<file path="src/rtl/tick_uart_tx.sv">
// UART-style serializer paced by an external one-cycle bit-rate strobe.
// Frame: start bit, DATA_BITS LSB-first, optional parity, STOP_BITS stop bits.
module tick_uart_tx #(
  parameter int DATA_BITS     = 8,
  parameter int TICKS_PER_BIT = 1,
  parameter int PARITY_EN     = 0,
  parameter int PARITY_ODD    = 0,
  parameter int STOP_BITS     = 1
) (
  input  logic                 sys_clk,
  input  logic                 sys_rst_n,
  input  logic                 tick_en,
  input  logic                 tx_valid,
  input  logic [DATA_BITS-1:0] tx_data,
  output logic                 tx_ready,
  output logic                 tx_out,
  output logic                 tx_busy,
  output logic                 tx_done
);

  localparam int TW = (TICKS_PER_BIT > 1) ? $clog2(TICKS_PER_BIT) : 1;
  localparam int BW = (DATA_BITS > 1) ? $clog2(DATA_BITS) : 1;

  typedef enum logic [2:0] {IDLE, START, DATA, PARITY, STOP} state_t;

  state_t                r_state;
  logic [DATA_BITS-1:0]  r_shift;
  logic                  r_par;
  logic [TW-1:0]         r_tick;
  logic [BW-1:0]         r_bit;
  logic                  w_bit_end;

  assign w_bit_end = tick_en && (r_tick == TW'(TICKS_PER_BIT - 1));

  // tx_out is loaded with the next bit's value on each bit end so the line stays registered.
  always_ff @(posedge sys_clk or negedge sys_rst_n) begin
    if (!sys_rst_n) begin
      r_state  <= IDLE;
      r_shift  <= '0;
      r_par    <= 1'b0;
      r_tick   <= '0;
      r_bit    <= '0;
      tx_ready <= 1'b1;
      tx_out   <= 1'b1;
      tx_busy  <= 1'b0;
      tx_done  <= 1'b0;
    end else begin
      tx_done <= 1'b0;
      if (r_state != IDLE && tick_en)
        r_tick <= w_bit_end ? '0 : r_tick + TW'(1);
      case (r_state)
        IDLE: begin
          if (tx_valid && tx_ready) begin
            r_shift  <= tx_data;
            r_par    <= (^tx_data) ^ (PARITY_ODD != 0);
            r_tick   <= '0;
            r_bit    <= '0;
            r_state  <= START;
            tx_out   <= 1'b0;
            tx_ready <= 1'b0;
            tx_busy  <= 1'b1;
          end
        end
        START: begin
          if (w_bit_end) begin
            r_state <= DATA;
            tx_out  <= r_shift[0];
          end
        end
        DATA: begin
          if (w_bit_end) begin
            r_shift <= r_shift >> 1;
            if (r_bit == BW'(DATA_BITS - 1)) begin
              r_bit <= '0;
              if (PARITY_EN != 0) begin
                r_state <= PARITY;
                tx_out  <= r_par;
              end else begin
                r_state <= STOP;
                tx_out  <= 1'b1;
              end
            end else begin
              r_bit  <= r_bit + BW'(1);
              tx_out <= r_shift[1];
            end
          end
        end
        PARITY: begin
          if (w_bit_end) begin
            r_state <= STOP;
            tx_out  <= 1'b1;
          end
        end
        STOP: begin
          // r_bit is reused here to count stop bits
          if (w_bit_end) begin
            if (r_bit == BW'(STOP_BITS - 1)) begin
              r_bit    <= '0;
              r_state  <= IDLE;
              tx_ready <= 1'b1;
              tx_busy  <= 1'b0;
              tx_done  <= 1'b1;
            end else begin
              r_bit <= r_bit + BW'(1);
            end
          end
        end
        default: r_state <= IDLE;
      endcase
    end
  end

endmodule

</file>
<file path="config.mk">
export PLATFORM = sky130hd
export DESIGN_NAME = tick_uart_tx
export DESIGN_NICKNAME = d
export VERILOG_FILES = /design/src/rtl/tick_uart_tx.sv
export SDC_FILE = /design/constraint.sdc
export NUM_CORES = 1
export LEC_CHECK = 0
export CAP_MARGIN = 10
export CORE_MARGIN = 2
export CORE_UTILIZATION = 40
export CTS_BUF_LIST = sky130_fd_sc_hd__clkbuf_2
export CTS_CLUSTER_SIZE = 24
export DETAILED_ROUTE_END_ITERATION = 6
export DONT_BUFFER_PORTS = 1
export HOLD_SLACK_MARGIN = 0.02
export SETUP_SLACK_MARGIN = 0.5
export SLEW_MARGIN = 20
export SYNTH_ARGS = -nofsm -noshare
export SYNTH_HDL_FRONTEND = slang
export SYNTH_SLANG_ARGS = --single-unit
</file>
<file path="constraint.sdc">
create_clock -name sys_clk -period 1.8 [get_ports sys_clk]
set_clock_uncertainty 0.2 [all_clocks]
set_input_delay 0.36 -clock sys_clk [delete_from_list [all_inputs] [get_ports sys_clk]]
set_output_delay 0.36 -clock sys_clk [all_outputs]
set_load 0.005 [all_outputs]
</file>
==> flow_summary.json <==
{
  "status": "complete, no violations",
  "drt-initial-drc-count": 16,
  "endpoint_kind": "flop",
  "cts_max_level": 1,
  "ant_nets": 0,
  "async_reset_ff_frac": 1.00,
  "diodes": 0,
  "grt_pass1_wl_um": 3450,
  "setup-tns-final_ns": 0,
  "area_growth_pct": 37.6,
  "nets": 140,
  "grtUsageTotal": 0.166,
  "cts_made_buffers": 3,
  "ys_seq_elements": 19,
  "crit_start": "tx_ready",
  "synth_common_cells": "dfrtp_1 (17), nor2_1 (14), a21oi_1 (11), mux2i_1 (7), inv_1 (4)",
  "setup_viol": 0,
  "drive_gt1_frac": 0.427,
  "arrival_ns": 1.77,
  "design_area_um2": 1420,
  "cp_slowest_cell": "dfstp_2",
  "worst-path-max-fanout": 3,
  "rows": 18,
  "yosysSeqAreaShare": 0.465,
  "synth_edf_count": 0,
  "port_buffers": 0,
  "syn_area_per_cell_um2": 10.3,
  "clkLatencyLatePin_ns": 0.31,
  "initial_utilization": 0.419,
  "required_ns": 1.81,
  "wl_per_cell_um": 15.2,
  "dp_worst_setup_slack_ns": 0.0575,
  "postSynthNetCount": 115,
  "timing.fmax_mhz": 569,
  "hold_violations": 0,
  "synth_area_leader_cell": "dfrtp_1",
  "dp_hpwl_um": 1450,
  "cts_sinks": 19,
  "ir_worst_vdd_v": 0.000481,
  "placed_area_um2": 1140,
  "ys_top_cells_by_area": "dfrtp_1 (41%), mux2i_1 (6.8%), a21oi_1 (5.4%), dfstp_2 (5.1%), nor2_1 (5.1%)",
  "total_leakage_power_nw": 0.608,
  "fin_hold_ws_ns": 0.0158,
  "ys.flop_type": "dfrtp_1",
  "cts.clk_slew.worst_paths_ns": 0.18,
  "synth_cells": 100,
  "dieHeight_um": 54.7,
  "yosysMostFrequentCell": "dfrtp_1",
  "start_kind": "flop",
  "place_congestion": 0.755,
  "rr_endpoint": "r_bit[2]",
  "finalCritPeriodShare": 0.976,
  "rsz0062_at_grt": "yes",
  "synth_warnings": 0,
  "cap_violations": 0,
  "vias": 859,
  "worstReg2RegStart": "tx_ready",
  "antenna_found_initial": 0,
  "reg2reg_depth": 4,
  "die_x_um": 54.7,
  "maxSlewHeadroom": 0.401,
  "cp_num_cells": 4,
  "grt_pass1_vias": 748,
  "cts_tree": "yes",
  "die-area_um2": 2990,
  "drt_first_pass_iters": 4,
  "powerDensity_nw_per_um2": 468,
  "worst_pin_slew_ns": 0.899,
  "grt_max_degree": 20,
  "route.detailed.drc": 0,
  "crit_buf_inv": 0,
  "overflow": 0,
  "drt-vias-per-instance": 5.58,
  "totalWireLength_um": 2350,
  "path_cells": "nand2_2, and2_4, a2111o_1, mux2_1",
  "crit_end": "r_bit[2]",
  "total_power_mw": 0.662,
  "syn-cell-area_um2": 1030,
  "fp.coreArea_um2": 2450,
  "cts-root-buf": "clkbuf_2",
  "clk_path_buf_depth": 2,
  "rrSetupSlack_ns": 0.04,
  "yosys.cell_types.count": 35,
  "ios": 16,
  "min_period_ns": 1.76,
  "layout_setup_ws_ns": 0.0432,
  "final_max_slew_viol_count": 0,
  "hold_path_class": "in2async",
  "synth_top_area_frac": 0.414,
  "worstSetupPathType": "reg2reg",
  "cp_top_family": "flip-flops",
  "cp_slowest_stage_delay_ns": 0.60
}
==> worst reg2reg max path, cell delays in order, from the launching register on <==
cell and delay [ns]:
dfstp_2 0.60, nand2_2 0.07, and2_4 0.14, a2111o_1 0.34
mux2_1 0.32
==> timing repair <==
| action | in CTS | in global routing |
|---|---|---|
| setup endpoints to repair | 21 | 42 |
| pin swaps | 12 | 8 |
| setup buffers | 4 | 7 |
| cloned | 0 | 1 |
| hold endpoints to repair | 21 | 0 |
| hold buffers | 3 | 0 |
| gates resized for setup | 10 | 19 |
==> where the power goes <==
part	internal (mW)	switching [mW]	total, mW
clock network	0.0589	0.132	0.191
logic	0.0184	0.0233	0.0417
registers	0.429	0.000991	0.430
total	0.506	0.157	0.662
==> metrics by stage <==
step	std cells	util
2_1_floorplan	100	-
5_1_grt	154	0.576
4_1_cts	146	0.513
3_3_place_gp	135	0.463
3_5_place_dp	135	0.463
6_report	154	0.576
==> metal layers <==
layer	part of all wire	global-route usage	wire [um]	vias up
li1	-	-	-	404
met1	0.44	0.215	1020	440
met2	0.52	0.262	1230	11
met3	0.030	0.0355	70	4
met4	0.0090	0.0750	21	0
met5	0	0	0	-
==> worst min-delay path by stage <==
stage / endpoint / start / depth (start not counted) / slack, ns
global route: tx_ready / tx_valid / 2 / 0.02
floorplan: r_bit[0] / sys_rst_n / 0 / -0.14
global placement: r_shift[7] / sys_rst_n / 0 / -0.13
CTS: r_shift[3] / tx_data[3] / 2 / 0.04
detailed placement: r_bit[2] / sys_rst_n / 0 / -0.13
finish: r_bit[1] / sys_rst_n / 1 / 0.02
==> sequential cells by signal, indices dropped and copies added (netlist names) <==
signal and cells:
r_shift 8, r_bit 3, r_state 3, r_tick 1
tx_busy 1, tx_done 1, tx_out 1, tx_ready 1
==> cells by family after synthesis <==
logic type      synth area share
flops                      0.465
fa+ha+maj                 0.0365
buf+inv                   0.0377
simple gates               0.164
mux                        0.101
compound gates             0.196
==> cells in the final DEF, fill, tap and decap left out, types with 2 or more instances in the layout <==
cell / Yosys / layout
nand3b_1: 3 / 3
ha_2: 0 / 2
dfrtp_2: 0 / 2
mux2_1: 3 / 2
clkbuf_2: 0 / 4
dfrtp_1: 17 / 15
dlygate4sd3_1: 0 / 2
a21oi_1: 11 / 10
mux2i_1: 7 / 7
or2_4: 0 / 2
a211oi_2: 0 / 2
nor2_2: 1 / 2
nand2b_4: 0 / 2
buf_4: 0 / 15
dfstp_2: 2 / 2
buf_6: 1 / 3
nor2_1: 14 / 11
a21boi_0: 2 / 2
nor2_4: 1 / 3
inv_1: 4 / 4
==> cell type report <==
cell class	instances	area, um^2
fillers	209	1040
multi-input cells	73	623
flip-flops and latches	19	480
repair buffers	24	239
well taps	30	37.5
clock buffers	4	20.0
inverters	4	15.0
No activity file was read; power rests on OpenSTA's default activity.
